===== src/rtl/rhd2000_pkg.sv =====
// Shared definitions for the RHD2000 SPI master, the rhd2000_dm data model and their benches:
// FSM state encoding, command opcodes and a command-word builder.
package rhd2000_pkg;

    typedef enum logic [2:0] {
        IDLE  = 3'd0,
        SETUP = 3'd1,
        LOW   = 3'd2,
        HIGH  = 3'd3,
        HOLD  = 3'd4,
        GAP   = 3'd5
    } spi_state_e;

    localparam logic [1:0] CONVERT   = 2'b00;
    localparam logic [7:0] CALIBRATE = 8'b0101_0101;
    localparam logic [7:0] CLEAR     = 8'b0110_1010;
    localparam logic [1:0] WRITE     = 2'b10;
    localparam logic [1:0] READ      = 2'b11;

    function automatic logic [15:0] build_cmd(input logic [1:0] opcode,
                                              input logic [5:0] addr,
                                              input logic [7:0] data);
        return {opcode, addr, data};
    endfunction

endpackage


===== src/rtl/rhd2000_cmd_history.sv =====
// Shift history of issued commands; the oldest entry is the command whose result
// the chip returns in the current transaction.
module rhd2000_cmd_history #(
    parameter int PIPE_DEPTH = 2
) (
    input  logic        clk,
    input  logic        rst,
    input  logic        push,
    input  logic [15:0] cmd,
    output logic [15:0] oldest,
    output logic        filled
);

    localparam int                FILL_W   = $clog2(PIPE_DEPTH + 1);
    localparam logic [FILL_W-1:0] FILL_MAX = FILL_W'(PIPE_DEPTH);

    logic [15:0]       hist_r [PIPE_DEPTH];
    logic [FILL_W-1:0] fill_r;

    // History shift and saturating fill count.
    always_ff @(posedge clk or posedge rst) begin
        if (rst) begin
            for (int i = 0; i < PIPE_DEPTH; i++) begin
                hist_r[i] <= 16'h0000;
            end
            fill_r <= {FILL_W{1'b0}};
        end else if (push) begin
            hist_r[0] <= cmd;
            for (int i = 1; i < PIPE_DEPTH; i++) begin
                hist_r[i] <= hist_r[i-1];
            end
            if (fill_r != FILL_MAX) begin
                fill_r <= fill_r + FILL_W'(1);
            end
        end
    end

    assign oldest = hist_r[PIPE_DEPTH-1];
    assign filled = (fill_r >= FILL_MAX);

endmodule


===== src/rtl/rhd2000_spi_master.sv =====
// SPI mode-0 master for RHD2000-class chips: one 16-bit command per frame, captured
// MISO word returned tagged with the command that produced it.
module rhd2000_spi_master
    import rhd2000_pkg::*;
#(
    parameter int CLK_DIV        = 2,
    parameter int CS_HIGH_CYCLES = 8,
    parameter int PIPE_DEPTH     = 2
) (
    input  logic        clk,
    input  logic        reset,
    input  logic        cmdValid,
    output logic        cmdReady,
    input  logic [15:0] cmdData,
    output logic        rspValid,
    output logic [15:0] rspData,
    output logic [15:0] rspCmd,
    output logic        rspCmdValid,
    output logic        busy,
    output logic        nCs,
    output logic        sClk,
    output logic        mosi,
    input  logic        miso
);

    localparam int               CNT_MAX   = (CLK_DIV > CS_HIGH_CYCLES) ? CLK_DIV : CS_HIGH_CYCLES;
    localparam int               CNT_W     = $clog2(CNT_MAX + 1);
    localparam logic [CNT_W-1:0] CNT_ZERO  = {CNT_W{1'b0}};
    localparam logic [CNT_W-1:0] CNT_ONE   = CNT_W'(1);
    localparam logic [CNT_W-1:0] DIV_LAST  = CNT_W'(CLK_DIV - 1);
    localparam logic [CNT_W-1:0] GAP_LAST  = CNT_W'(CS_HIGH_CYCLES - 1);
    localparam logic [4:0]       BITS_LAST = 5'd16;

    spi_state_e       state_r, state_nxt;
    logic [CNT_W-1:0] cnt_r, cnt_nxt;
    logic [4:0]       bit_r, bit_nxt;
    logic [15:0]      shift_r, shift_nxt;
    logic [15:0]      cmd_r, cmd_nxt;
    logic [15:0]      rx_r, rx_nxt;
    logic             ncs_nxt, sclk_nxt, mosi_nxt;
    logic             rsp_fire_s;
    logic             div_done_s, gap_done_s;
    logic [15:0]      hist_oldest_s;
    logic             hist_filled_s;

    assign div_done_s = (cnt_r == DIV_LAST);
    assign gap_done_s = (cnt_r == GAP_LAST);

    // Next-state and next-pin-value logic; pins are registered so they change on state entry.
    always_comb begin
        state_nxt  = state_r;
        cnt_nxt    = cnt_r;
        bit_nxt    = bit_r;
        shift_nxt  = shift_r;
        cmd_nxt    = cmd_r;
        rx_nxt     = rx_r;
        ncs_nxt    = nCs;
        sclk_nxt   = sClk;
        mosi_nxt   = mosi;
        rsp_fire_s = 1'b0;
        case (state_r)
            IDLE: begin
                cnt_nxt = CNT_ZERO;
                if (cmdValid && cmdReady) begin
                    state_nxt = SETUP;
                    bit_nxt   = 5'd0;
                    shift_nxt = cmdData;
                    cmd_nxt   = cmdData;
                    rx_nxt    = 16'h0000;
                    ncs_nxt   = 1'b0;
                    sclk_nxt  = 1'b0;
                    mosi_nxt  = cmdData[15];
                end else begin
                    state_nxt = IDLE;
                end
            end
            SETUP: begin
                if (div_done_s) begin
                    state_nxt = LOW;
                    cnt_nxt   = CNT_ZERO;
                end else begin
                    cnt_nxt = cnt_r + CNT_ONE;
                end
            end
            LOW: begin
                if (div_done_s) begin
                    state_nxt = HIGH;
                    cnt_nxt   = CNT_ZERO;
                    sclk_nxt  = 1'b1;
                    rx_nxt    = {rx_r[14:0], miso};
                    bit_nxt   = bit_r + 5'd1;
                end else begin
                    cnt_nxt = cnt_r + CNT_ONE;
                end
            end
            HIGH: begin
                if (div_done_s) begin
                    cnt_nxt  = CNT_ZERO;
                    sclk_nxt = 1'b0;
                    if (bit_r == BITS_LAST) begin
                        state_nxt = HOLD;
                    end else begin
                        // falling edge: present the next command bit
                        state_nxt = LOW;
                        shift_nxt = {shift_r[14:0], 1'b0};
                        mosi_nxt  = shift_r[14];
                    end
                end else begin
                    cnt_nxt = cnt_r + CNT_ONE;
                end
            end
            HOLD: begin
                if (div_done_s) begin
                    state_nxt  = GAP;
                    cnt_nxt    = CNT_ZERO;
                    ncs_nxt    = 1'b1;
                    mosi_nxt   = 1'b0;
                    rsp_fire_s = 1'b1;
                end else begin
                    cnt_nxt = cnt_r + CNT_ONE;
                end
            end
            GAP: begin
                if (gap_done_s) begin
                    state_nxt = IDLE;
                    cnt_nxt   = CNT_ZERO;
                end else begin
                    cnt_nxt = cnt_r + CNT_ONE;
                end
            end
            default: begin
                state_nxt = IDLE;
                cnt_nxt   = CNT_ZERO;
                ncs_nxt   = 1'b1;
                sclk_nxt  = 1'b0;
                mosi_nxt  = 1'b0;
            end
        endcase
    end

    // FSM state, datapath and pin registers.
    always_ff @(posedge clk or posedge reset) begin
        if (reset) begin
            state_r  <= IDLE;
            cnt_r    <= CNT_ZERO;
            bit_r    <= 5'd0;
            shift_r  <= 16'h0000;
            cmd_r    <= 16'h0000;
            rx_r     <= 16'h0000;
            nCs      <= 1'b1;
            sClk     <= 1'b0;
            mosi     <= 1'b0;
            cmdReady <= 1'b0;
            busy     <= 1'b0;
        end else begin
            state_r  <= state_nxt;
            cnt_r    <= cnt_nxt;
            bit_r    <= bit_nxt;
            shift_r  <= shift_nxt;
            cmd_r    <= cmd_nxt;
            rx_r     <= rx_nxt;
            nCs      <= ncs_nxt;
            sClk     <= sclk_nxt;
            mosi     <= mosi_nxt;
            cmdReady <= (state_nxt == IDLE);
            busy     <= (state_nxt != IDLE);
        end
    end

    // Response registers, loaded as the frame closes (history read before this frame's push).
    always_ff @(posedge clk or posedge reset) begin
        if (reset) begin
            rspValid    <= 1'b0;
            rspData     <= 16'h0000;
            rspCmd      <= 16'h0000;
            rspCmdValid <= 1'b0;
        end else begin
            rspValid <= rsp_fire_s;
            if (rsp_fire_s) begin
                rspData     <= rx_r;
                rspCmd      <= hist_oldest_s;
                rspCmdValid <= hist_filled_s;
            end
        end
    end

    rhd2000_cmd_history #(
        .PIPE_DEPTH(PIPE_DEPTH)
    ) u_history (
        .clk    (clk),
        .rst    (reset),
        .push   (rsp_fire_s),
        .cmd    (cmd_r),
        .oldest (hist_oldest_s),
        .filled (hist_filled_s)
    );

endmodule

===== config.mk =====
export PLATFORM = sky130hd
export DESIGN_NAME = rhd2000_spi_master
export DESIGN_NICKNAME = d
export VERILOG_FILES = /design/src/rtl/rhd2000_pkg.sv /design/src/rtl/rhd2000_cmd_history.sv /design/src/rtl/rhd2000_spi_master.sv
export SDC_FILE = /design/constraint.sdc
export NUM_CORES = 1
export LEC_CHECK = 0
export ABC_AREA = 1
export CAP_MARGIN = 20
export CORE_ASPECT_RATIO = 0.5
export CORE_MARGIN = 4
export CORE_UTILIZATION = 55
export CTS_BUF_LIST = sky130_fd_sc_hd__clkbuf_8
export CTS_CLUSTER_DIAMETER = 150
export DETAILED_ROUTE_END_ITERATION = 10
export PLACE_DENSITY = 0.84
export SYNTH_ARGS = -nofsm -noshare
export SYNTH_HDL_FRONTEND = slang
export SYNTH_HIERARCHICAL = 1
export SYNTH_SLANG_ARGS = --single-unit
export TNS_END_PERCENT = 30

===== constraint.sdc =====
create_clock -name clk -period 3.89 [get_ports clk]
set_input_delay 0.5835 -clock clk [delete_from_list [all_inputs] [get_ports clk]]
set_output_delay 0.5835 -clock clk [all_outputs]
set_load 0.1 [all_outputs]

==> results.yml <==
synth:
  netlist_top_cells_count: "nand2_1, dfrtp_1, inv_1"
  post-synth-top-count-cell: "nand2_1"
  synth_cells: 646
  netlist_top_cells_area: "dfrtp_1, nand2_1, o21ai_0"
  ys.flop_type: "dfrtp_1"
  syn_area_um2: 5683
  synth_area_per_cell_um2: 8.797
  ys_async_sr_fraction_pct: 100.0
  ys_seq_elements: 132
  synth.yosys.warnings: 6
  post-synth-top-area-cell: "dfrtp_1"
  yosys.area.top_type_share_pct: 57.68
  syn-num-nets: 671
  yosysSeqAreaShare_pct: 58.15
  synth.distinct_cells: 28
  synth-edff-count: 0
clock_tree:
  clk_pin_slew_worst_paths_ps: 80
  cts_buffers: 17
  cts_num_sinks: 132
  tritoncts: "yes"
  cts-resized-gates: 0
  cts-root-buf: "clkbuf_8"
  ctsLongestPathBuffers: 2
  htreeDepth: 4
  post-cts-setup-buffers: 0
  clkLatencyLatePin_ps: 440
  hold_buffers: 0
floorplan:
  dieWidth_um: 151.8
  num_rows: 25
  die_h_um: 79.88
  dieArea_um2: 12120
  io_pins: 59
  coreArea_um2: 9759
  initial_core_util_pct: 58.23
power:
  peakVddDrop_uv: 224.5
  power_density_nw_per_um2: 506.7
  leakagePower_uw: 0.003278
timing:
  rsz0062_at_grt: "no"
  fmax_mhz: 372.2
  finalSetupViolations: 0
  period_needed_ps: 2687
  slew_headroom_pct: 32.56
  post-route-period-util_pct: 69.07
  maxSlewViolCount: 0
  fin_tns_setup_ps: 0
  skew_ps: 8.544
  worst_slew_pin_slew_ps: 1008
  hold_viol: 0
final_layout:
  final_nets: 709
  drive_above_1_share_pct: 8.034
  stdcell_count: 832
  n_antenna_cell: 0
  area_growth_pct: 16.80
setup_path:
  slowest_delay_ps: 1130
  arrival_ps: 2100
  crit_chain: "clkdlybuf4s50_1"
  crit_type: "flip-flop to output pin"
  cp_data_required_time_ps: 3310
  path_delay_family: "buffers and inverters"
  worstPathMaxFanout: 2
  critPathLaunchType: "flip-flop"
  cp_num_buf_inv: 1
  end_kind: "output pin"
  critical_path.slowest_cell: "clkdlybuf4s50_1"
job:
  max_cap_violations: 0
status:
  status: "complete, no violations"
detailed_routing:
  vias_per_cell: 5.087
  drcViolationCount: 0
  wire_per_inst_um: 13.42
  num_vias: 4232
  drt_wl_total_mm: 11.17
  drt_iter0_drc: 315
  dr.pass1.iters: 5
  antenna_left: 0
grt:
  antenna_found_initial: 0
  grtUsageTotal_pct: 20.07
  grt_pass1_wl_mm: 18.88
  grt_pass1_vias: 3963
  overflow: 0
  grt_max_degree: 87
min_path:
  min_path_type: "flip-flop to flip-flop"
placed_design:
  place_congestion: 0.8686
  dpl.cell_count: 799
  portBuffers: 58
  post-dp-hpwl_mm: 7.287
## layout by cell type (no fill, tap or decap), drive strengths merged
cell	Yosys	routed
nand2	193	193
dfrtp	131	131
o21ai	80	80
inv	72	78
clkdlybuf4s50	0	58
nand3	51	51
nor2	35	35
a21oi	24	24
clkbuf	10	17
buf	35	6
ha	5	5
clkinv	0	5
bufinv	0	3
nor3	2	2
xor2	2	2
nand4	2	2
a21boi	1	1
xnor2	1	1
clkinvlp	0	1
dfstp	1	1
or2	1	1
## routing by layer
| layer | wire length [um] | global-route usage, % |
|---|---|---|
| met5 | 0 | 0 |
| met4 | 123 | 7.437 |
| met3 | 474 | 4.708 |
| met2 | 5074 | 30.58 |
| met1 | 5493 | 28.29 |
## tightest hold or removal path: cells and delay by family (launching register included)
kind	cells	cell delay, ps
and+or+nand+nor	2	90
DFF	1	350
## cell families after synthesis
| kind of cell | share of synthesized area (%) |
|---|---|
| fa+ha+maj | 1.101 |
| buf+inv | 10.04 |
| xor+xnor | 0.4624 |
| compound gates | 9.489 |
| simple gates | 20.76 |
| flops | 58.15 |
## sequential cells by signal, indices dropped and copies added, names as in the netlist, 2 cells and up
register / cells
rspData: 16
rspCmd: 16
u_history/hist_r: 16
u_history/fill_r: 2
rx_r: 16
bit_r: 5
cmd_r: 16
cnt_r: 4
u_history/oldest: 16
state_r: 3
shift_r: 15
## cell type report
| class | instances | area [um^2] |
|---|---|---|
| Clock buffer | 17 | 234.0 |
| Clock inverter | 15 | 192.7 |
| Fill cell | 746 | 3122 |
| Inverter | 72 | 271.5 |
| Multi-Input combinational cell | 397 | 1815 |
| Sequential cell | 132 | 3304 |
| Tap cell | 135 | 168.9 |
| Timing Repair Buffer | 64 | 650.6 |
## power breakdown
part | switching, uW | internal, uW
registers | 62.7 | 1470
logic | 426 | 168
clock network | 583 | 652
total | 1070 | 2290
## through the flow
step                      total power, uW  hold slack, ps  area (um^2)  utilization [%]  setup slack (ps)
final                                3363           471.7         6638            68.01              1203
after global routing                 3532           494.7         6638            68.01              1152
after CTS                            3379           476.5         6618            67.81              1182
after detailed placement             2151           457.2         6191            63.44              1469
after global placement               2131           453.0         6191            63.44              1564
after floorplan                      2021           441.9         5683                -             746.1
## final timing paths
| check | start | endpoint | slack, ps | cells after the start |
|---|---|---|---|---|
| setup / recovery | nCs$_DFFE_PP1P_ | nCs | 1200 | 1 |
| hold / removal | rspCmdValid$_DFFE_PP0P_ | rspCmdValid$_DFFE_PP0P_ | 470 | 2 |
| setup reg to reg | state_r[0]$_DFF_PP0_ | shift_r[9]$_DFFE_PP0P_ | 1830 | 7 |
| hold reg to reg | rspCmdValid$_DFFE_PP0P_ | rspCmdValid$_DFFE_PP0P_ | 470 | 2 |
| max in group asynchronous | reset | nCs$_DFFE_PP1P_ | 2480 | 3 |
| min in group asynchronous | reset | u_history/oldest[12]$_DFFE_PP0P_ | 550 | 3 |
Power figures use the tool's default switching activity.
